## src/rtl/dmem_port_arbiter.sv

```systemverilog
// Round-robin arbiter that serializes 64-bit accesses from two requesters onto
// a single byte-wide memory port, little-endian, one byte beat per cycle.
module dmem_port_arbiter #(
    parameter  int ADDR_W    = 6,
    parameter  int NUM_BYTES = 8,
    localparam int DATA_W    = 8 * NUM_BYTES
) (
    input  logic              clk,
    input  logic              reset,
    input  logic              req0,
    input  logic              we0,
    input  logic [ADDR_W-1:0] addr0,
    input  logic [DATA_W-1:0] wdata0,
    output logic              ack0,
    output logic [DATA_W-1:0] rdata0,
    input  logic              req1,
    input  logic              we1,
    input  logic [ADDR_W-1:0] addr1,
    input  logic [DATA_W-1:0] wdata1,
    output logic              ack1,
    output logic [DATA_W-1:0] rdata1,
    output logic              busy,
    output logic [ADDR_W-1:0] mem_addr,
    output logic [7:0]        mem_wdata,
    output logic              mem_we,
    output logic              mem_re,
    input  logic [7:0]        mem_rdata
);

    localparam int BEAT_W = (NUM_BYTES > 1) ? $clog2(NUM_BYTES) : 1;
    localparam logic [BEAT_W-1:0] LAST_BEAT = BEAT_W'(NUM_BYTES - 1);

    typedef enum logic [1:0] {
        S_IDLE,
        S_XFER,
        S_DONE
    } state_t;

    state_t              r_state;
    logic [BEAT_W-1:0]   r_beat;
    logic                r_rr_ptr;
    logic                r_owner;
    logic                r_we;
    logic [DATA_W-9:0]   r_wdata_sh;
    logic [DATA_W-9:0]   r_rbuf;
    logic                r_ack0;
    logic                r_ack1;
    logic [DATA_W-1:0]   r_rdata0;
    logic [DATA_W-1:0]   r_rdata1;
    logic [ADDR_W-1:0]   r_mem_addr;
    logic [7:0]          r_mem_wdata;
    logic                r_mem_we;
    logic                r_mem_re;

    logic                w_any_req;
    logic                w_sel;
    logic                w_sel_we;
    logic [ADDR_W-1:0]   w_sel_addr;
    logic [DATA_W-1:0]   w_sel_wdata;
    logic [DATA_W-1:0]   w_rdata_full;

    // Contention goes to rr_ptr; a lone requester wins outright.
    assign w_any_req   = req0 | req1;
    assign w_sel       = (req0 & req1) ? r_rr_ptr : req1;
    assign w_sel_we    = w_sel ? we1    : we0;
    assign w_sel_addr  = w_sel ? addr1  : addr0;
    assign w_sel_wdata = w_sel ? wdata1 : wdata0;

    // Earlier beats shift down so byte 0 ends up in the low lane after the last beat.
    assign w_rdata_full = {mem_rdata, r_rbuf};

    always_ff @(posedge clk or posedge reset) begin
        if (reset) begin
            r_state     <= S_IDLE;
            r_beat      <= '0;
            r_rr_ptr    <= 1'b0;
            r_owner     <= 1'b0;
            r_we        <= 1'b0;
            r_wdata_sh  <= '0;
            r_rbuf      <= '0;
            r_ack0      <= 1'b0;
            r_ack1      <= 1'b0;
            r_rdata0    <= '0;
            r_rdata1    <= '0;
            r_mem_addr  <= '0;
            r_mem_wdata <= '0;
            r_mem_we    <= 1'b0;
            r_mem_re    <= 1'b0;
        end else begin
            case (r_state)
                S_IDLE: begin
                    if (w_any_req) begin
                        r_owner     <= w_sel;
                        r_rr_ptr    <= ~w_sel;
                        r_we        <= w_sel_we;
                        r_beat      <= '0;
                        r_mem_addr  <= w_sel_addr;
                        r_mem_wdata <= w_sel_we ? w_sel_wdata[7:0] : 8'h00;
                        r_wdata_sh  <= w_sel_wdata[DATA_W-1:8];
                        r_mem_we    <= w_sel_we;
                        r_mem_re    <= ~w_sel_we;
                        r_state     <= S_XFER;
                    end
                end
                S_XFER: begin
                    r_rbuf <= w_rdata_full[DATA_W-1:8];
                    if (r_beat == LAST_BEAT) begin
                        r_mem_we    <= 1'b0;
                        r_mem_re    <= 1'b0;
                        r_mem_wdata <= 8'h00;
                        r_state     <= S_DONE;
                        if (r_owner) begin
                            r_ack1   <= 1'b1;
                            r_rdata1 <= r_we ? '0 : w_rdata_full;
                        end else begin
                            r_ack0   <= 1'b1;
                            r_rdata0 <= r_we ? '0 : w_rdata_full;
                        end
                    end else begin
                        r_beat      <= r_beat + BEAT_W'(1);
                        r_mem_addr  <= r_mem_addr + ADDR_W'(1);
                        r_mem_wdata <= r_we ? r_wdata_sh[7:0] : 8'h00;
                        r_wdata_sh  <= r_wdata_sh >> 8;
                    end
                end
                S_DONE: begin
                    r_ack0  <= 1'b0;
                    r_ack1  <= 1'b0;
                    r_state <= S_IDLE;
                end
                default: r_state <= S_IDLE;
            endcase
        end
    end

    assign busy      = (r_state != S_IDLE);
    assign ack0      = r_ack0;
    assign ack1      = r_ack1;
    assign rdata0    = r_rdata0;
    assign rdata1    = r_rdata1;
    assign mem_addr  = r_mem_addr;
    assign mem_wdata = r_mem_wdata;
    assign mem_we    = r_mem_we;
    assign mem_re    = r_mem_re;

endmodule

```

## config.mk

```make
export PLATFORM = sky130hd
export DESIGN_NAME = dmem_port_arbiter
export DESIGN_NICKNAME = d
export VERILOG_FILES = /design/src/rtl/dmem_port_arbiter.sv
export SDC_FILE = /design/constraint.sdc
export NUM_CORES = 1
export LEC_CHECK = 0
export ABC_CLOCK_PERIOD_IN_PS = 14300
export CORE_MARGIN = 5
export CORE_UTILIZATION = 53
export CTS_BUF_LIST = sky130_fd_sc_hd__clkbuf_8
export DETAILED_ROUTE_END_ITERATION = 6
export PLACE_DENSITY_LB_ADDON = 0.15
export SLEW_MARGIN = 40
export SYNTH_ARGS = -nofsm -noshare
export SYNTH_HDL_FRONTEND = slang
export SYNTH_SLANG_ARGS = --single-unit
```

## constraint.sdc

```tcl
create_clock -name clk -period 14.3 [get_ports clk]
set_input_delay 2.86 -clock clk [delete_from_list [all_inputs] [get_ports clk]]
set_output_delay 2.86 -clock clk [all_outputs]
set_load 0.02 [all_outputs]
```

==> results.sh <==
export IMPL_status="finished clean"
export IMPL_final_cell_mix="nand2_1, clkdlybuf4s50_1, dfrtp_1, o21ai_0, o21ai_1"
export IMPL_overflow=0
export IMPL_avgSynthCellArea_um2=9.179
export IMPL_crit_chain="clkdlybuf4s50_1 -> buf_4 -> or3_4 -> nand2_2 -> buf_4 -> inv_2 -> o21ai_0 -> o21ai_1"
export IMPL_n_antenna_cell=0
export IMPL_viasPerCell=5.346
export IMPL_cts_hold_buffers_added=0
export IMPL_r2r_start="r_beat[0]"
export IMPL_routed_wl_um=31160
export IMPL_hpwl_um=21350
export IMPL_regArea_um2=6660
export IMPL_reg2reg_to="r_wdata_sh[36]"
export IMPL_drive_gt1_frac=0.05355
export IMPL_synth_fp_nets=1421
export IMPL_track_usage=0.2479
export IMPL_tightest_slew_ns=0.7772
export IMPL_start_util=0.5346
export IMPL_cp_max_fo=68
export IMPL_rsz0062_at_grt="false"
export IMPL_cp_common_cell="buf_4"
export IMPL_drcViolationCount=0
export IMPL_post_cts_buffers=0
export IMPL_instances_no_fill=1830
export IMPL_fmax_mhz=196.7
export IMPL_startpoint="req1"
export IMPL_io_pins=301
export IMPL_die_h_um=157.9
export IMPL_hold_path_class="reg -> reg"
export IMPL_design_area_um2=15430
export IMPL_tns_ns=0
export IMPL_ys_ff_latch=266
export IMPL_final_common_cell="nand2_1"
export IMPL_cts_sinks=266
export IMPL_drtPass1Iterations=5
export IMPL_num_vias=9783
export IMPL_skew_ns=0.01970
export IMPL_syn_to_final_growth_pct=33.12
export IMPL_cts_tree="yes"
export IMPL_crit_arrival_ns=5.50
export IMPL_insertion_delay_ns=0.53
export IMPL_placed_area_um2=14570
export IMPL_crit_type="in -> reg"
export IMPL_p_leak_nw=6.933
export IMPL_max_vdd_ir_drop_mv=0.09813
export IMPL_num_rows=54
export IMPL_crit_required_ns=14.71
export IMPL_grt_pass1_vias=9645
export IMPL_nFillCells=1706
export IMPL_drtAntennaViolNets=0
export IMPL_fin_crit_ns=5.085
export IMPL_nNetsFinal=1678
export IMPL_setup_viol=0
export IMPL_r2r_cells=8
export IMPL_grt_pass1_wl_um=49820
export IMPL_grt_max_degree=118
export IMPL_seq_area_frac_synth=0.5741
export IMPL_critical_path_endpoint="r_wdata_sh[36]"
export IMPL_htree_levels=2
export IMPL_hold_viol=0
export IMPL_dieArea_um2=24930
export IMPL_crit_path_start_kind="primary input"
export IMPL_p_per_area_nw_per_um2=219.9
export IMPL_drt_iter0_markers=535
export IMPL_max_slew_margin=0.4819
export IMPL_cts_clk_slew_worst_paths_ns=0.06
export IMPL_cts_buffers=42
export IMPL_max_stage_delay_ns=0.55
export IMPL_async_flop_share=1.000
export IMPL_ys_types=41
export IMPL_portBuffers=300
export IMPL_drv_slew=0
export IMPL_r2r_setup_slack_ns=11.67
export IMPL_post_place_cells=1756
export IMPL_multi_input_area_um2=4447
export IMPL_crit_slowest_cell="buf_4"
export IMPL_syn_cell_area_um2=11590
export IMPL_synthFlopType="dfrtp_1"
export IMPL_ys_warn_count=0
export IMPL_antenna_found_initial=0
export IMPL_final_period_utilization=0.3556
export IMPL_cts_buffer_depth=3
export IMPL_cp_end_kind="flip-flop"
export IMPL_die_x_um=157.9
export IMPL_cap_violations=0
export IMPL_synthCells=1263
export IMPL_gp_congestion=0.8029
export IMPL_coreArea_um2=21690
export IMPL_wl_per_cell_um=17.03
export IMPL_synth_edff_count=0
export IMPL_root_buffer="clkbuf_8"
export IMPL_ctsResizeCount=0
## state kept, by name, summed over array words and instances, names as in the netlist
register / count
r_rbuf: 56
mem_we: 1
mem_addr: 6
rdata0: 64
r_we: 1
r_rr_ptr: 1
r_state: 2
r_wdata_sh: 56
mem_re: 1
r_owner: 1
ack0: 1
rdata1: 64
r_beat: 3
ack1: 1
mem_wdata: 8
## critical path, delay by kind of cell
kind,cells,cell delay (ns)
compound gates,2,0.34
buf+inv,4,1.73
simple gates,2,0.50
## synth_stat cells, types with 2 or more instances
master      n  area share
nand2_1   386        0.12
dfrtp_1   266        0.57
o21ai_0   175       0.076
o21ai_1    75       0.032
nand2b_1   67       0.036
and3_1     50       0.027
a211oi_1   49       0.032
clkbuf_1   47       0.015
buf_2      30       0.013
nor2_1     16      0.0052
mux2i_1    13       0.011
a21oi_1    12      0.0052
a31oi_1    10      0.0054
buf_4      10      0.0065
nor3_1      8      0.0035
buf_6       7      0.0068
nand3_1     6      0.0026
ha_1        4      0.0043
buf_1       3     0.00097
inv_1       3     0.00097
o221ai_1    3      0.0023
a22o_1      2      0.0015
nand3b_1    2      0.0013
nor3b_1     2      0.0013
## how the worst min path moves through the flow
stage,slack (ns),to,depth (start not counted),startpoint
global route,0.50,rdata1[16],2,rdata1[16]
CTS,0.48,r_wdata_sh[47],2,r_wdata_sh[47]
floorplan,0.44,r_beat[1],2,r_beat[1]
finish,0.47,r_beat[1],2,r_beat[1]
detailed placement,0.46,r_wdata_sh[47],2,r_wdata_sh[47]
global placement,0.46,r_wdata_sh[18],2,r_wdata_sh[18]
## kinds of logic (layout without fill, tap and decap cells)
group / Yosys count / in the layout / share of synthesized area
AND/OR/NAND/NOR: 547 / 547 / 0.2087
flip-flops: 266 / 266 / 0.5741
multiplexers: 13 / 13 / 0.01122
adder cells (fa/ha/maj): 4 / 4 / 0.004317
buffers and inverters: 102 / 389 / 0.04403
XOR/XNOR: 1 / 1 / 0.0007556
AO/OA/AOI/OAI: 330 / 330 / 0.1568
## area by class of cell
cell class | instances | area share
clock buffer | 57 | 0.05083
sequential | 266 | 0.4315
inverter | 5 | 0.002027
clock inverter | 17 | 0.004702
timing repair buffer | 310 | 0.2001
tap | 280 | 0.02270
multi-input combinational | 895 | 0.2881
## through the flow
stage               hold slack [ns]  setup slack [ns]  total power [W]    util
finish                       0.4729             9.215         0.003395  0.7116
global route                 0.4974             9.068         0.003645  0.7116
CTS                          0.4787             9.287         0.003425  0.7111
detailed placement           0.4649             8.723         0.002777  0.6716
global placement             0.4565             8.806         0.002724  0.6713
floorplan                    0.4414             4.115         0.002175       -
## where the power goes
part	total, W	switching (W)	leakage, nW	internal [W]
logic	0.00143	0.000844	3.02	0.000590
registers	0.00132	0.000242	3.42	0.00108
clock network	0.000640	0.000287	0.490	0.000354
## layer usage
layer | wire, µm | vias up | GRT usage
li1 | - | 4753 | -
met1 | 12910 | 4662 | 0.3236
met2 | 15220 | 325 | 0.4161
met3 | 2220 | 43 | 0.05467
met4 | 808 | 0 | 0.07866
met5 | 0 | - | 0
Power figures use the tool's default switching activity.
==> edit (config.mk and constraints unchanged) <==
The parameter `ADDR_W` goes from 6 to 5.
--- a/src/rtl/dmem_port_arbiter.sv
+++ b/src/rtl/dmem_port_arbiter.sv
@@ -1,7 +1,7 @@
 // Round-robin arbiter that serializes 64-bit accesses from two requesters onto
 // a single byte-wide memory port, little-endian, one byte beat per cycle.
 module dmem_port_arbiter #(
-    parameter  int ADDR_W    = 6,
+    parameter  int ADDR_W    = 5,
     parameter  int NUM_BYTES = 8,
     localparam int DATA_W    = 8 * NUM_BYTES
 ) (
Ports: changed (resized addr0, addr1 and mem_addr); port bits go from 301 to 298. The function was not compared with the original's and may differ.
==> edit against the original RTL <==
Critical path depth shrank 1. Power shrank 7.5%. First-iteration DRC count shrank 6.5%. Final area shrank 1.2%. Sequential cell count shrank 1. Area after synthesis shrank 1.9%. Worst setup slack gained 250 ps. Routed wire length shrank 2.2%. Clock power shrank 0.6%. Global-route usage is essentially flat.
==> edit: results <==
export IMPL_seq_power_share_pct=39.8
export IMPL_endpoint="r_wdata_sh[0]$_DFFE_PP0P_"
export IMPL_grt_pass1_wl_um=49100
export IMPL_crit_arrival_ps=5210
export IMPL_nNetsFinal=1589
export IMPL_rr_worst_depth=7
export IMPL_cp_max_fo=62
export IMPL_cts_buffers_inserted=43
export IMPL_synth_common_cells="nand2_1 (367), dfrtp_1 (265), o21ai_0 (105), nand2b_1 (67), mux2i_1 (62)"
export IMPL_gp_congestion=0.797
export IMPL_synth_cells=1166
export IMPL_grtUsageMet1_pct=31.1
export IMPL_wl_met3_um=2230
export IMPL_start_util_pct=53.9
export IMPL_met3_usage_pct=6.28
export IMPL_clock_skew_ps=12.0
export IMPL_globalRouteMet2Util_pct=41.4
export IMPL_maxPowerGroup="sequential cells"
export IMPL_synth_nets=1322
export IMPL_tightest_slew_ps=763
export IMPL_ir_drop_mv=0.122
export IMPL_ys_seq_area_share_pct=58.3
export IMPL_rrSetupSlack_ps=11720
export IMPL_grt_max_degree=129
export IMPL_track_usage_pct=24.7
export IMPL_hold_ws_ps=473
export IMPL_drt_initial_drc_count=500
export IMPL_vias=9319
export IMPL_yosys_top_cells_area="dfrtp_1 (58%), nand2_1 (12%), mux2i_1 (5.5%)"
export IMPL_hpwl_um=21000
export IMPL_comb_power_mw=1.25
export IMPL_routed_wl_um=30500
export IMPL_r2r_end="mem_addr[0]$_DFFE_PP0P_"
export IMPL_status="finished, final reports clean"
export IMPL_min_from="rdata1[3]$_DFFE_PP0P_"
edit: cell count changes in the layout (fill, tap and decap cells not counted), moves of 6 or more:
cell and change:
o21ai_0 -70, and3_1 -50, a211oi_1 -49, mux2i_1 +49, nand3_1 +48, o211ai_1 +48
o21ai_1 -32, nand2_1 -19, nor2_1 -10, a22oi_1 +7, nor3_1 -6
edit: cells by family (layout without fill, tap and decap cells):
group                      count (synthesis)  after routing  share of synthesized area, %
DFF                                      265            265                          58.3
muxes                                     65             65                          5.76
other                                      0              2                             0
adders and majority gates                  4              4                         0.440
AOI/OAI and AO/OA                        231            231                          11.8
buffers and inverters                     91            385                          4.27
and+or+nand+nor                          510            510                          19.4
edit: stage by stage:
stage / setup WS, ps / total power, mW / instance area [sq um] / util (%)
5_1_grt: 9300 / 3.36 / 15200 / 72.3
3_3_place_gp: 8970 / 2.48 / 14300 / 67.9
2_1_floorplan: 4140 / 2.00 / 11400 / -
4_1_cts: 9460 / 3.17 / 15200 / 72.1
6_report: 9460 / 3.14 / 15200 / 72.3
3_5_place_dp: 8970 / 2.52 / 14400 / 68.0
edit: cell type report:
| class | instances | area [sq um] |
|---|---|---|
| inverters | 5 | 33.8 |
| diodes | 2 | 5.00 |
| clock inverters | 15 | 65.1 |
| well taps | 275 | 344 |
| repair buffers | 308 | 3100 |
| flip-flops and latches | 265 | 6640 |
| clock buffers | 57 | 785 |
| fillers | 1637 | 5850 |
| multi-input cells | 810 | 4270 |
edit: worst max-delay path, stage by stage:
cell and delay, ps:
clkdlybuf4s50_1 620, nor3_1 310, a211o_2 140, buf_4 510, inv_4 390, nand3_1 200
o211ai_1 110
